File: config.mk
export PLATFORM = sky130hd
export DESIGN_NAME = sr_cmd_gen
export DESIGN_NICKNAME = d
export VERILOG_FILES = /design/src/rtl/sr_cmd_gen.sv
export SDC_FILE = /design/constraint.sdc
export NUM_CORES = 1
export LEC_CHECK = 0
export CORE_UTILIZATION = 40
export CTS_CLUSTER_SIZE = 12
export DETAILED_ROUTE_END_ITERATION = 6
export GPL_ROUTABILITY_DRIVEN = 0
export GPL_TIMING_DRIVEN = 0
export PLACE_DENSITY_LB_ADDON = 0.12
export SLEW_MARGIN = 20
export SYNTH_ARGS = -nofsm -noshare
export SYNTH_HDL_FRONTEND = slang
export SYNTH_SLANG_ARGS = --single-unit
export TNS_END_PERCENT = 30
File: constraint.sdc
create_clock -name clk -period 1.1 [get_ports clk]
set_input_delay 0.22 -clock clk [delete_from_list [all_inputs] [get_ports clk]]
set_output_delay 0.22 -clock clk [all_outputs]
set_load 0.03 [all_outputs]
File: src/rtl/sr_cmd_gen.sv
// sr_cmd_gen: command front end for the SR flip-flop.
// Two raw, asynchronous, bouncing keys (set, reset) are each synchronized
// through two flops and debounced. Each accepted rising level becomes a
// single-cycle pulse. The output register never asserts set and reset
// together. When both rise on the same edge, reset wins and conflict is
// flagged for that cycle.
// Channel index 0 is the set key and channel index 1 is the reset key.
module sr_cmd_gen #(
    parameter int DEB_CNT = 4,
    parameter int CNT_W   = 3
) (
    input  logic clk,
    input  logic n_rst,
    input  logic key_s,
    input  logic key_r,
    output logic dout_s,
    output logic dout_r,
    output logic conflict
);

    // Count value on the last mismatching edge before a new level is accepted.
    localparam logic [CNT_W-1:0] CNT_TC = CNT_W'(DEB_CNT - 1);

    logic [1:0]            key_raw;
    logic [1:0]            sync1_q;
    logic [1:0]            sync2_q;
    logic [1:0][CNT_W-1:0] cnt_q;
    logic [1:0][CNT_W-1:0] cnt_d;
    logic [1:0]            db_q;
    logic [1:0]            db_d;
    logic [1:0]            dly_q;
    logic [1:0]            rise;

    logic dout_s_q, dout_s_d;
    logic dout_r_q, dout_r_d;
    logic conflict_q, conflict_d;

    assign key_raw = {key_r, key_s};

    // Two-flop synchronizer for both raw keys.
    always_ff @(posedge clk or negedge n_rst) begin
        if (!n_rst) begin
            sync1_q <= '0;
            sync2_q <= '0;
        end else begin
            sync1_q <= key_raw;
            sync2_q <= sync1_q;
        end
    end

    // Debounce decision. Any match with the accepted level discards a
    // partial count, so a bounce restarts the qualification from zero.
    always_comb begin
        cnt_d = cnt_q;
        db_d  = db_q;
        for (int ch = 0; ch < 2; ch++) begin
            if (sync2_q[ch] == db_q[ch]) begin
                cnt_d[ch] = '0;
            end else if (cnt_q[ch] == CNT_TC) begin
                db_d[ch]  = sync2_q[ch];
                cnt_d[ch] = '0;
            end else begin
                cnt_d[ch] = cnt_q[ch] + CNT_W'(1);
            end
        end
    end

    // Debounce counters, accepted levels and one-cycle delayed copies.
    always_ff @(posedge clk or negedge n_rst) begin
        if (!n_rst) begin
            cnt_q <= '0;
            db_q  <= '0;
            dly_q <= '0;
        end else begin
            cnt_q <= cnt_d;
            db_q  <= db_d;
            dly_q <= db_q;
        end
    end

    assign rise = db_q & ~dly_q;

    // Output arbitration. On a collision reset has priority and the set
    // request is dropped, so set and reset are never asserted together.
    always_comb begin
        dout_s_d   = rise[0] & ~rise[1];
        dout_r_d   = rise[1];
        conflict_d = rise[0] & rise[1];
    end

    // Registered single-cycle pulses; all clear in reset.
    always_ff @(posedge clk or negedge n_rst) begin
        if (!n_rst) begin
            dout_s_q   <= 1'b0;
            dout_r_q   <= 1'b0;
            conflict_q <= 1'b0;
        end else begin
            dout_s_q   <= dout_s_d;
            dout_r_q   <= dout_r_d;
            conflict_q <= conflict_d;
        end
    end

    assign dout_s   = dout_s_q;
    assign dout_r   = dout_r_q;
    assign conflict = conflict_q;

endmodule

==> impl_metrics.prom <==
# TYPE chip_impl_metric gauge
chip_impl_info{name="status",value="finished, violations left"} 1
chip_impl_info{name="violations",value="negative setup slack"} 1
chip_impl_metric{name="post-route-period-util",unit=""} 1.02
chip_impl_metric{name="worstSetupPathDepth",unit=""} 1
chip_impl_metric{name="cp_data_required_time",unit="ps"} 880
chip_impl_metric{name="max_slew.worst_pin.slew",unit="ps"} 687
chip_impl_metric{name="timing.setup.tns",unit="ps"} -68.1
chip_impl_info{name="worstPathCellList",value="clkdlybuf4s15_2"} 1
chip_impl_metric{name="synth.ff_latch_count",unit=""} 17
chip_impl_info{name="setup.worst_path.start",value="conflict"} 1
chip_impl_info{name="worst_path_dominant_cell_family",value="flip-flops"} 1
chip_impl_metric{name="power.leakage",unit="nW"} 0.335
chip_impl_metric{name="first_global_vias",unit=""} 291
chip_impl_metric{name="cts_hold_buf",unit=""} 0
chip_impl_info{name="post-synth-top-area-cell",value="dfrtp_1"} 1
chip_impl_metric{name="timing.clock.skew",unit="ps"} 0.771
chip_impl_metric{name="max-cap-violations",unit=""} 0
chip_impl_metric{name="postSynthNetCount",unit=""} 40
chip_impl_info{name="critical_path.endpoint",value="conflict"} 1
chip_impl_metric{name="fp.dieW",unit="um"} 40.3
chip_impl_metric{name="fillers",unit=""} 115
chip_impl_metric{name="pwr_density_cell",unit="nW/um^2"} 2430
chip_impl_metric{name="floorplan.rows",unit=""} 13
chip_impl_metric{name="finalSetupViolCount",unit=""} 3
chip_impl_metric{name="cts_inserted_buffers",unit=""} 3
chip_impl_metric{name="viasPerCell",unit=""} 4.90
chip_impl_info{name="worstSetupEndpointType",value="primary output"} 1
chip_impl_metric{name="cts.sinks",unit=""} 17
chip_impl_metric{name="grt_first_pass_wirelength",unit="mm"} 1.28
chip_impl_info{name="tritoncts",value="done"} 1
chip_impl_metric{name="vias",unit=""} 304
chip_impl_metric{name="layout-drive-gt1-share",unit=""} 0.362
chip_impl_metric{name="wl",unit="um"} 792
chip_impl_metric{name="hold_viol",unit=""} 0
chip_impl_metric{name="timing.slew.headroom",unit=""} 0.540
chip_impl_metric{name="critical_path_peak_fanout",unit=""} 1
chip_impl_metric{name="netlist.area_leader.share",unit=""} 0.723
chip_impl_metric{name="clk_transition_reported_paths",unit="ps"} 80
chip_impl_info{name="worst_setup_path_start_kind",value="flop"} 1
chip_impl_metric{name="yosys_warnings",unit=""} 0
chip_impl_metric{name="antenna_found_initial",unit=""} 0
chip_impl_info{name="final_cell_mix",value="dfrtp_1 (17), nor3b_1 (4), clkbuf_4 (3), clkdlybuf4s50_1 (3), buf_4 (3)"} 1
chip_impl_metric{name="drcViolationCount",unit=""} 0
chip_impl_metric{name="postSynthCellCount",unit=""} 34
chip_impl_metric{name="drt.antenna.violating_nets",unit=""} 0
chip_impl_metric{name="final_worst_setup_slack",unit="ps"} -25.5
chip_impl_info{name="synth_area_leaders",value="dfrtp_1 (72%), nor3b_1 (5.1%), nor2b_4 (4.7%)"} 1
chip_impl_metric{name="ys_seq_area_frac",unit=""} 0.723
chip_impl_metric{name="ff2ff_setup_slack",unit="ps"} -20
chip_impl_metric{name="grt_use_total",unit=""} 0.129
chip_impl_metric{name="maximum_number_of_pins_on_one_net_before_global_route_repair",unit=""} 18
chip_impl_metric{name="htree_levels",unit=""} 1
chip_impl_info{name="worst_path_max_delay_cell",value="dfrtp_1"} 1
chip_impl_metric{name="core_region_area",unit="um^2"} 1330
chip_impl_info{name="layout.cells.most_common",value="dfrtp_1"} 1
chip_impl_metric{name="detailed_place.area",unit="um^2"} 667
chip_impl_info{name="timing_worst_setup_path_type",value="flop to primary output"} 1
chip_impl_metric{name="timing_max_transition_violations_final",unit=""} 0
chip_impl_metric{name="design.die.area",unit="um^2"} 1630
chip_impl_metric{name="portBuffers",unit=""} 6
chip_impl_metric{name="synthToLayoutAreaGrowth",unit="%"} 22.3
chip_impl_metric{name="cp_num_buf_inv",unit=""} 1
chip_impl_info{name="worstReg2RegEnd",value="db_q[1]"} 1
chip_impl_metric{name="initial_utilization",unit=""} 0.441
chip_impl_metric{name="mapped_avg_cell_area",unit="um^2"} 17.3
chip_impl_info{name="rsz0062_at_grt",value="true"} 1
chip_impl_metric{name="drtIter0Drc",unit=""} 1
chip_impl_metric{name="period_minus_slack",unit="ps"} 1130
chip_impl_metric{name="cts.path.max_buffers",unit=""} 2
chip_impl_metric{name="antenna_cells",unit=""} 0
chip_impl_metric{name="vdd.ir_drop.worst",unit="mV"} 1.43
chip_impl_metric{name="drt-wirelength-per-cell",unit="um"} 12.8
chip_impl_metric{name="post-route-cell-area",unit="um^2"} 719
chip_impl_metric{name="post_syn_area",unit="um^2"} 588
chip_impl_info{name="worstReg2RegStart",value="cnt_q[3]"} 1
chip_impl_metric{name="ys_types",unit=""} 10
chip_impl_metric{name="final_net_count",unit=""} 54
chip_impl_info{name="min-delay-path-class",value="input pin to asynchronous set/reset pin"} 1
chip_impl_metric{name="worstPathArrival",unit="ps"} 910
chip_impl_metric{name="cp_slowest_stage_delay",unit="ps"} 360
chip_impl_metric{name="drt_pre_antenna_iters",unit=""} 2
chip_impl_metric{name="area_of_the_multi_input_gates",unit="um^2"} 175
chip_impl_metric{name="total_power",unit="mW"} 1.75
chip_impl_metric{name="die_height",unit="um"} 40.3
chip_impl_metric{name="sequential_cell_area",unit="um^2"} 425
chip_impl_metric{name="io_pins",unit=""} 7
chip_impl_metric{name="clkLatencyLatePin",unit="ps"} 270
chip_impl_info{name="clockRootBuffer",value="clkbuf_4"} 1
chip_impl_metric{name="clock.fmax",unit="GHz"} 0.889
chip_impl_metric{name="grt.overflow.total",unit=""} 0
chip_impl_metric{name="hpwl",unit="um"} 581
chip_impl_metric{name="r2r_cells",unit=""} 3
## worst register-to-register path, stage by stage, from the launching register on
cell     delay, ps
dfrtp_1        360
ha_2           180
nor2b_4        170
mux2_4         310
## routing by layer
metal,up-vias,wire [um],global-route usage
met5,-,0,0
met4,0,0,0.0500
met3,0,27,0.0500
met2,4,439,0.202
met1,159,325,0.161
li1,141,-,-
## state kept, by name (all words and copies together) (netlist names)
register / flops
dout_r: 1
dout_s: 1
dly_q: 2
sync2_q: 2
cnt_q: 6
conflict: 1
db_q: 2
sync1_q: 2
## metrics by stage
| step | std cells | hold WS [ps] | worst slack, ps | utilization |
|---|---|---|---|---|
| floorplan | 34 | -75.6 | 10.3 | - |
| global placement | 55 | 334 | -83.6 | 0.500 |
| detailed placement | 55 | 342 | -95.9 | 0.500 |
| CTS | 61 | 363 | -57.2 | 0.529 |
| global route | 62 | 367 | -75.0 | 0.539 |
| finish | 62 | 358 | -25.5 | 0.539 |
## power breakdown
group	internal (mW)	switching, mW	total [mW]
logic	0.284	0.250	0.533
clock network	0.140	0.162	0.303
registers	0.805	0.104	0.909
total	1.23	0.516	1.75
## cell families after synthesis
logic type,count (synthesis),synth area share
simple gates,11,0.166
xor+xnor,2,0.0298
fa+ha+maj,2,0.0425
mux,2,0.0383
flops,17,0.723
## synthesized netlist by cell type (all sizes together)
master   n
and2b    1
dfrtp   17
nor2b    2
nor3b    5
xnor2    2
nor3     2
and3b    1
ha       2
mux2     2
## worst min-delay path by stage
stage,from,end,slack [ps]
4_1_cts,sync1_q[1],sync2_q[1],360
6_report,n_rst,cnt_q[0],360
3_3_place_gp,sync1_q[0],sync2_q[0],330
5_1_grt,key_s,sync1_q[0],370
3_5_place_dp,sync1_q[1],sync2_q[1],340
2_1_floorplan,n_rst,cnt_q[0],-80
## cell type report
class                           count  share of cell area
Timing Repair Buffer                9               0.103
Multi-Input combinational cell     17               0.243
Tap cell                           15              0.0261
Clock buffer                        4              0.0365
Sequential cell                    17               0.591
## repair_timing
item / 4_1_cts / 5_1_grt
setup endpoints to repair: 5 / 6
pin swaps: 0 / 2
endpoints found under the hold margin: 0 / 0
gates cloned: 0 / 0
gates resized for setup: 11 / 6
buffers inserted: 2 / 1
No activity file was read; power rests on OpenSTA's default activity.
